$ cat config.mk
export PLATFORM = sky130hd
export DESIGN_NAME = ddmtd_lock_detector_flat
export DESIGN_NICKNAME = d
export VERILOG_FILES = /design/src/rtl/ddmtd_lock_detector_if.sv /design/src/rtl/ddmtd_lock_detector.sv /design/src/flat_wrapper.sv
export SDC_FILE = /design/constraint.sdc
export NUM_CORES = 1
export LEC_CHECK = 0
export BUFFER_PORTS_ARGS = -buffer_cell sky130_fd_sc_hd__buf_2
export CAP_MARGIN = 20
export CORE_MARGIN = 2
export CORE_UTILIZATION = 55
export CTS_CLUSTER_SIZE = 16
export DETAILED_ROUTE_END_ITERATION = 8
export PLACE_DENSITY = 0.84
export SLEW_MARGIN = 20
export SYNTH_ARGS = -nofsm -noshare
export SYNTH_HDL_FRONTEND = slang
export SYNTH_SLANG_ARGS = --single-unit
export TNS_END_PERCENT = 100
$ cat constraint.sdc
create_clock -name clk -period 5.05 [get_ports clk]
set_input_delay 1.515 -clock clk [delete_from_list [all_inputs] [get_ports clk]]
set_output_delay 1.515 -clock clk [all_outputs]
set_load 0.02 [all_outputs]
$ cat src/rtl/ddmtd_lock_detector_if.sv
// Measurement/status bundle between the DDMTD phase path and the lock detector.
// With DDMTD_LOCK_STATS_EN defined it also carries stats_clr and peak_err.
interface ddmtd_lock_detector_if #(
  parameter int ERR_W = 16
);
  logic                    ena;
  logic                    phase_valid;
  logic signed [ERR_W-1:0] phase_err;
  logic        [1:0]       win_sel;
  logic                    locked;
  logic                    lock_lost;
  logic        [1:0]       state;
  logic        [ERR_W-1:0] abs_err;
  logic                    stall;
`ifdef DDMTD_LOCK_STATS_EN
  logic                    stats_clr;
  logic        [ERR_W-1:0] peak_err;

  modport master (
    output ena, phase_valid, phase_err, win_sel, stats_clr,
    input  locked, lock_lost, state, abs_err, stall, peak_err
  );
  modport slave (
    input  ena, phase_valid, phase_err, win_sel, stats_clr,
    output locked, lock_lost, state, abs_err, stall, peak_err
  );
`else
  modport master (
    output ena, phase_valid, phase_err, win_sel,
    input  locked, lock_lost, state, abs_err, stall
  );
  modport slave (
    input  ena, phase_valid, phase_err, win_sel,
    output locked, lock_lost, state, abs_err, stall
  );
`endif
endinterface

$ cat src/rtl/ddmtd_lock_detector.sv
// Hysteretic lock/holdover FSM over windowed DDMTD phase measurements with a stall timer.
// Optional peak-error statistics are built when DDMTD_LOCK_STATS_EN is defined.
module ddmtd_lock_detector #(
  parameter int ERR_W     = 16,
  parameter int LOCK_N    = 16,
  parameter int UNLOCK_N  = 4,
  parameter int CNT_W     = 8,
  parameter int TIMEOUT_W = 16
) (
  input logic                  clk,
  input logic                  rst_n,
  ddmtd_lock_detector_if.slave bus
);

  typedef enum logic [1:0] {
    ST_UNLOCKED = 2'b00,
    ST_ACQUIRE  = 2'b01,
    ST_LOCKED   = 2'b10,
    ST_HOLDOVER = 2'b11
  } state_e;

  localparam logic [TIMEOUT_W-1:0] TIMER_MAX  = '1;
  localparam logic [TIMEOUT_W-1:0] TIMER_TERM = TIMER_MAX - 1'b1;
  localparam logic [CNT_W-1:0]     LOCK_CNT   = CNT_W'(LOCK_N);
  localparam logic [CNT_W-1:0]     UNLOCK_CNT = CNT_W'(UNLOCK_N);
  localparam logic [ERR_W-1:0]     ERR_MIN    = {1'b1, {(ERR_W-1){1'b0}}};
  localparam logic [ERR_W-1:0]     ABS_MAX    = {1'b0, {(ERR_W-1){1'b1}}};

  state_e               state_q, state_d;
  logic [CNT_W-1:0]     cnt_q, cnt_d;
  logic [TIMEOUT_W-1:0] timer_q, timer_d;
  logic [ERR_W-1:0]     abs_q, abs_d;
  logic                 lost_q, lost_d;

  logic [ERR_W-1:0]     meas_abs;
  logic [ERR_W-1:0]     thr;
  logic [CNT_W-1:0]     cnt_inc;
  logic                 in_win;

  // Saturating magnitude: the most negative code would otherwise wrap to itself.
  always_comb begin
    if (bus.phase_err == ERR_MIN) begin
      meas_abs = ABS_MAX;
    end else if (bus.phase_err[ERR_W-1]) begin
      meas_abs = -bus.phase_err;
    end else begin
      meas_abs = bus.phase_err;
    end
    case (bus.win_sel)
      2'b00:   thr = ERR_W'(16);
      2'b01:   thr = ERR_W'(64);
      2'b10:   thr = ERR_W'(256);
      default: thr = ERR_W'(1024);
    endcase
  end

  assign in_win  = (meas_abs <= thr);
  assign cnt_inc = cnt_q + 1'b1;

  always_comb begin
    state_d = state_q;
    cnt_d   = cnt_q;
    timer_d = timer_q;
    abs_d   = abs_q;
    lost_d  = 1'b0;
    if (bus.ena) begin
      if (bus.phase_valid) begin
        timer_d = '0;
        abs_d   = meas_abs;
        case (state_q)
          ST_UNLOCKED: begin
            if (in_win) begin
              state_d = ST_ACQUIRE;
              cnt_d   = CNT_W'(1);
            end
          end
          ST_ACQUIRE: begin
            if (!in_win) begin
              state_d = ST_UNLOCKED;
              cnt_d   = '0;
            end else if (cnt_inc == LOCK_CNT) begin
              state_d = ST_LOCKED;
              cnt_d   = '0;
            end else begin
              cnt_d = cnt_inc;
            end
          end
          ST_LOCKED: begin
            if (!in_win) begin
              state_d = ST_HOLDOVER;
              cnt_d   = CNT_W'(1);
            end
          end
          ST_HOLDOVER: begin
            if (in_win) begin
              state_d = ST_LOCKED;
              cnt_d   = '0;
            end else if (cnt_inc == UNLOCK_CNT) begin
              state_d = ST_UNLOCKED;
              cnt_d   = '0;
              lost_d  = 1'b1;
            end else begin
              cnt_d = cnt_inc;
            end
          end
        endcase
      end else if (timer_q != TIMER_MAX) begin
        timer_d = timer_q + 1'b1;
        // Stream stalled: drop out of lock on the edge the timer saturates.
        if (timer_q == TIMER_TERM) begin
          state_d = ST_UNLOCKED;
          cnt_d   = '0;
          lost_d  = state_q[1];
        end
      end
    end
  end

  always_ff @(posedge clk or negedge rst_n) begin
    if (!rst_n) begin
      state_q <= ST_UNLOCKED;
      cnt_q   <= '0;
      timer_q <= '0;
      abs_q   <= '0;
      lost_q  <= 1'b0;
    end else begin
      state_q <= state_d;
      cnt_q   <= cnt_d;
      timer_q <= timer_d;
      abs_q   <= abs_d;
      lost_q  <= lost_d;
    end
  end

  assign bus.state     = state_q;
  assign bus.locked    = state_q[1];
  assign bus.lock_lost = lost_q;
  assign bus.abs_err   = abs_q;
  assign bus.stall     = (timer_q == TIMER_MAX);

`ifdef DDMTD_LOCK_STATS_EN
  logic [ERR_W-1:0] peak_q, peak_d;

  always_comb begin
    peak_d = peak_q;
    if (bus.ena) begin
      if (bus.stats_clr) begin
        peak_d = '0;
      end else if (bus.phase_valid) begin
        if (state_q == ST_ACQUIRE && state_d == ST_LOCKED) begin
          peak_d = '0;
        end else if (state_q[1] && meas_abs > peak_q) begin
          peak_d = meas_abs;
        end
      end
    end
  end

  always_ff @(posedge clk or negedge rst_n) begin
    if (!rst_n) begin
      peak_q <= '0;
    end else begin
      peak_q <= peak_d;
    end
  end

  assign bus.peak_err = peak_q;
`endif

endmodule

$ cat src/flat_wrapper.sv
// flat-port wrapper written by rule: the top's interface ports become plain ports
module ddmtd_lock_detector_flat 
#(
  parameter int ERR_W     = 16,
  parameter int LOCK_N    = 16,
  parameter int UNLOCK_N  = 4,
  parameter int CNT_W     = 8,
  parameter int TIMEOUT_W = 16
)
  (clk, rst_n, bus_ena, bus_phase_valid, bus_phase_err, bus_win_sel, bus_locked, bus_lock_lost, bus_state, bus_abs_err, bus_stall);
  ddmtd_lock_detector_if #(.ERR_W(ERR_W)) bus_i ();
  input logic clk;
  input logic rst_n;
  input wire logic [$bits(bus_i.ena)-1:0] bus_ena;
  input wire logic [$bits(bus_i.phase_valid)-1:0] bus_phase_valid;
  input wire logic [$bits(bus_i.phase_err)-1:0] bus_phase_err;
  input wire logic [$bits(bus_i.win_sel)-1:0] bus_win_sel;
  output wire logic [$bits(bus_i.locked)-1:0] bus_locked;
  output wire logic [$bits(bus_i.lock_lost)-1:0] bus_lock_lost;
  output wire logic [$bits(bus_i.state)-1:0] bus_state;
  output wire logic [$bits(bus_i.abs_err)-1:0] bus_abs_err;
  output wire logic [$bits(bus_i.stall)-1:0] bus_stall;
  assign bus_i.ena = bus_ena;
  assign bus_i.phase_valid = bus_phase_valid;
  assign bus_i.phase_err = bus_phase_err;
  assign bus_i.win_sel = bus_win_sel;
  assign bus_locked = bus_i.locked;
  assign bus_lock_lost = bus_i.lock_lost;
  assign bus_state = bus_i.state;
  assign bus_abs_err = bus_i.abs_err;
  assign bus_stall = bus_i.stall;
  ddmtd_lock_detector #(.ERR_W(ERR_W), .LOCK_N(LOCK_N), .UNLOCK_N(UNLOCK_N), .CNT_W(CNT_W), .TIMEOUT_W(TIMEOUT_W)) u_core (.clk(clk), .rst_n(rst_n), .bus(bus_i));
endmodule
==> results.sh <==
export IMPL_first_pass_iters=4
export IMPL_layout_commonest_cell="nand2_1"
export IMPL_total_power_uw=885
export IMPL_initial_core_util=0.569
export IMPL_cp_required_ns=5.24
export IMPL_antenna_found_initial=0
export IMPL_setup_violations_final=0
export IMPL_port_buffers=42
export IMPL_row_count=26
export IMPL_dieArea_um2=5880
export IMPL_io_pins=43
export IMPL_crit_chain="buf_2, inv_1, ha_1, nor3b_1, and4_1, nand2b_1, ha_1, or4b_2, o21ai_0, o21ai_1, a2111o_1, a311oi_1, o31ai_2, buf_4, a31oi_1, o22ai_1"
export IMPL_post_cts_buffers=0
export IMPL_grt_pass1_wl_mm=12.1
export IMPL_max_stage_delay_ns=0.60
export IMPL_leakagePower_nw=1.51
export IMPL_syn2layout_area_growth_pct=15.0
export IMPL_seq_area_frac_synth=0.370
export IMPL_numCtsBuffers=5
export IMPL_num_vias=2749
export IMPL_grt_ovfl_total=0
export IMPL_fmax_ghz=0.209
export IMPL_grt_max_degree=44
export IMPL_cp_top_family="compound AO/OA/AOI/OAI gates"
export IMPL_critPathLaunchType="input pin"
export IMPL_synth_ff_type="dfrtp_1"
export IMPL_async_flop_share=1.00
export IMPL_ys_warnings_count=0
export IMPL_hold_violations=0
export IMPL_period_share=0.945
export IMPL_cap_viol_max_count=0
export IMPL_worst_path_max_fanout=11
export IMPL_syn_inst=351
export IMPL_min_period_ns=4.77
export IMPL_pre_cts_ws_ns=-0.0147
export IMPL_hold_path_startpoint="u_core.bus.abs_err[10]"
export IMPL_nNetsFinal=428
export IMPL_wl_mm=6.87
export IMPL_num_antenna_cells=0
export IMPL_die_height_um=76.7
export IMPL_yosysUniqueCellTypes=57
export IMPL_htree_levels=2
export IMPL_viasPerCell=5.86
export IMPL_core_um2=5110
export IMPL_status="finished, final reports clean"
export IMPL_clkSlewWorstSetupHoldPaths_ns=0.09
export IMPL_cts_tree="built"
export IMPL_grtUsageTotal=0.251
export IMPL_tightest_slew_ns=0.947
export IMPL_holdBufCountCts=0
export IMPL_cts_root_buf="clkbuf_8"
export IMPL_worst_slack_ns=0.276
export IMPL_critPathSlowestCell="or4b_2"
export IMPL_crit_top_cell="ha_1"
export IMPL_synthesis_nets=381
export IMPL_syn_avg_cell_area_um2=8.28
export IMPL_slew_viol_final=0
export IMPL_min_path_type="register to register"
export IMPL_r2r_start="u_core.timer_q[8]"
export IMPL_dpl_hpwl_mm=5.22
export IMPL_fin_area_um2=3340
export IMPL_grt_pass1_vias=2660
export IMPL_cts_resized_gates=0
export IMPL_holdWs_ns=0.476
export IMPL_arrival_ns=4.96
export IMPL_drc_errors=0
export IMPL_end_kind="register"
export IMPL_mostFrequentLayoutCells="nand2_1, dfrtp_1, buf_2"
export IMPL_critPathKind="input pin to register"
export IMPL_drt_initial_drc_count=271
export IMPL_clockBufferDepth=2
export IMPL_crit_start="bus_phase_err[1]"
export IMPL_drt_wirelength_per_cell_um=14.6
export IMPL_rsz0062_at_grt="no"
export IMPL_skew_ns=0.00276
export IMPL_drive_gt1_frac=0.188
export IMPL_netlist_area_um2=2910
export IMPL_synth_edf_count=0
export IMPL_tns_ns=0
export IMPL_critical_path_buf_inv_count=3
export IMPL_globalplace_congestion=0.946
export IMPL_synth_ff_latch_count=43
export IMPL_postRouteAntennaNets=0
export IMPL_peakVddDrop_mv=0.120
export IMPL_cts_sinks=43
export IMPL_post_dp_cell_area_um2=3250
export IMPL_clkLatencyLatePin_ns=0.30
export IMPL_die_w_um=76.7
export IMPL_relSlewSlack=0.368
export IMPL_powerDensity_nw_per_um2=265
worst register-to-register path: stages, from the launching register on:
cell and delay (ns):
dfrtp_1 0.45, and4_1 0.25, and4_1 0.24, nand3_1 0.15
o21ai_0 0.18, nor4_1 0.56, nor2b_1 0.33, and2_1 0.18
xnor2_1 0.11, nor2_1 0.05
metal layers:
layer,wire length [um],GRT usage,vias up
li1,-,-,1332
met3,274,0.0306,10
met4,102,0.0745,0
met5,0,0,-
met2,3450,0.436,86
met1,3040,0.327,1321
through the flow:
stage               std cells   util
detailed placement        461  0.636
floorplan                 351      -
finish                    469  0.655
CTS                       469  0.655
global placement          461  0.636
global route              469  0.655
cell usage after synthesis, drive strengths merged, types with 2 or more instances:
cell type / n / share of area
a31oi: 6 / 0.013
xor2: 11 / 0.033
or3: 2 / 0.0043
a21o: 2 / 0.0052
inv: 16 / 0.021
xnor2: 10 / 0.030
nor2: 32 / 0.041
and3: 5 / 0.011
mux2: 2 / 0.0077
and2: 6 / 0.013
mux2i: 7 / 0.024
nor2b: 4 / 0.0086
buf: 5 / 0.015
nor3b: 2 / 0.0052
nor4: 5 / 0.018
o21ai: 22 / 0.038
o22ai: 3 / 0.0065
nand2b: 8 / 0.017
or4b: 2 / 0.0069
a21oi: 16 / 0.028
nor3: 9 / 0.015
nand4: 5 / 0.011
nand4b: 4 / 0.012
nand2: 52 / 0.068
clkbuf: 10 / 0.013
or2: 2 / 0.0043
nand3: 22 / 0.038
dfrtp: 43 / 0.37
o32ai: 3 / 0.0090
o31ai: 6 / 0.017
and4: 3 / 0.0090
o211ai: 2 / 0.0052
ha: 8 / 0.034
a211oi: 2 / 0.0052
flip-flops by register name, indices dropped and copies added (netlist names):
name                  cells
u_core.bus.abs_err       16
u_core.cnt_q              8
u_core.bus.state          2
u_core.timer_q           16
u_core.bus.lock_lost      1
power by group:
group / leakage (nW) / switching, mW / internal, mW
combinational: 0.911 / 0.156 / 0.0911
sequential: 0.563 / 0.0325 / 0.374
clock: 0.0408 / 0.132 / 0.0990
area by class of cell:
cell class              count  area (um^2)
repair buffers             55          308
clock buffers               5         68.8
well taps                  70         87.6
multi-input cells         277         1720
fillers                   426         1760
clock inverters             3         23.8
flip-flops and latches     43         1080
inverters                  16         60.1
path summary, 6_finish.rpt:
kind / endpoint / slack, ns / depth (start not counted)
worst max register to register: u_core.timer_q[13] / 2.43 / 9
max in group asynchronous: u_core.cnt_q[7] / 3.12 / 1
min in group asynchronous: u_core.timer_q[7] / 1.35 / 1
worst min register to register: u_core.bus.abs_err[10] / 0.48 / 2
worst min-delay path: u_core.bus.abs_err[10] / 0.48 / 2
worst max-delay path: u_core.cnt_q[4] / 0.28 / 16
cells by family (layout without fill, tap and decap cells):
family / count (synthesis) / in the layout / share of synthesized area
xor gates and xnor gates: 21 / 21 / 0.0633
buffers and inverters: 31 / 79 / 0.0482
AOI/OAI and AO/OA: 71 / 71 / 0.154
adders and majority gates: 8 / 8 / 0.0344
and+or+nand+nor: 168 / 168 / 0.299
DFF: 43 / 43 / 0.370
muxes: 9 / 9 / 0.0318
Power figures use the tool's default switching activity.
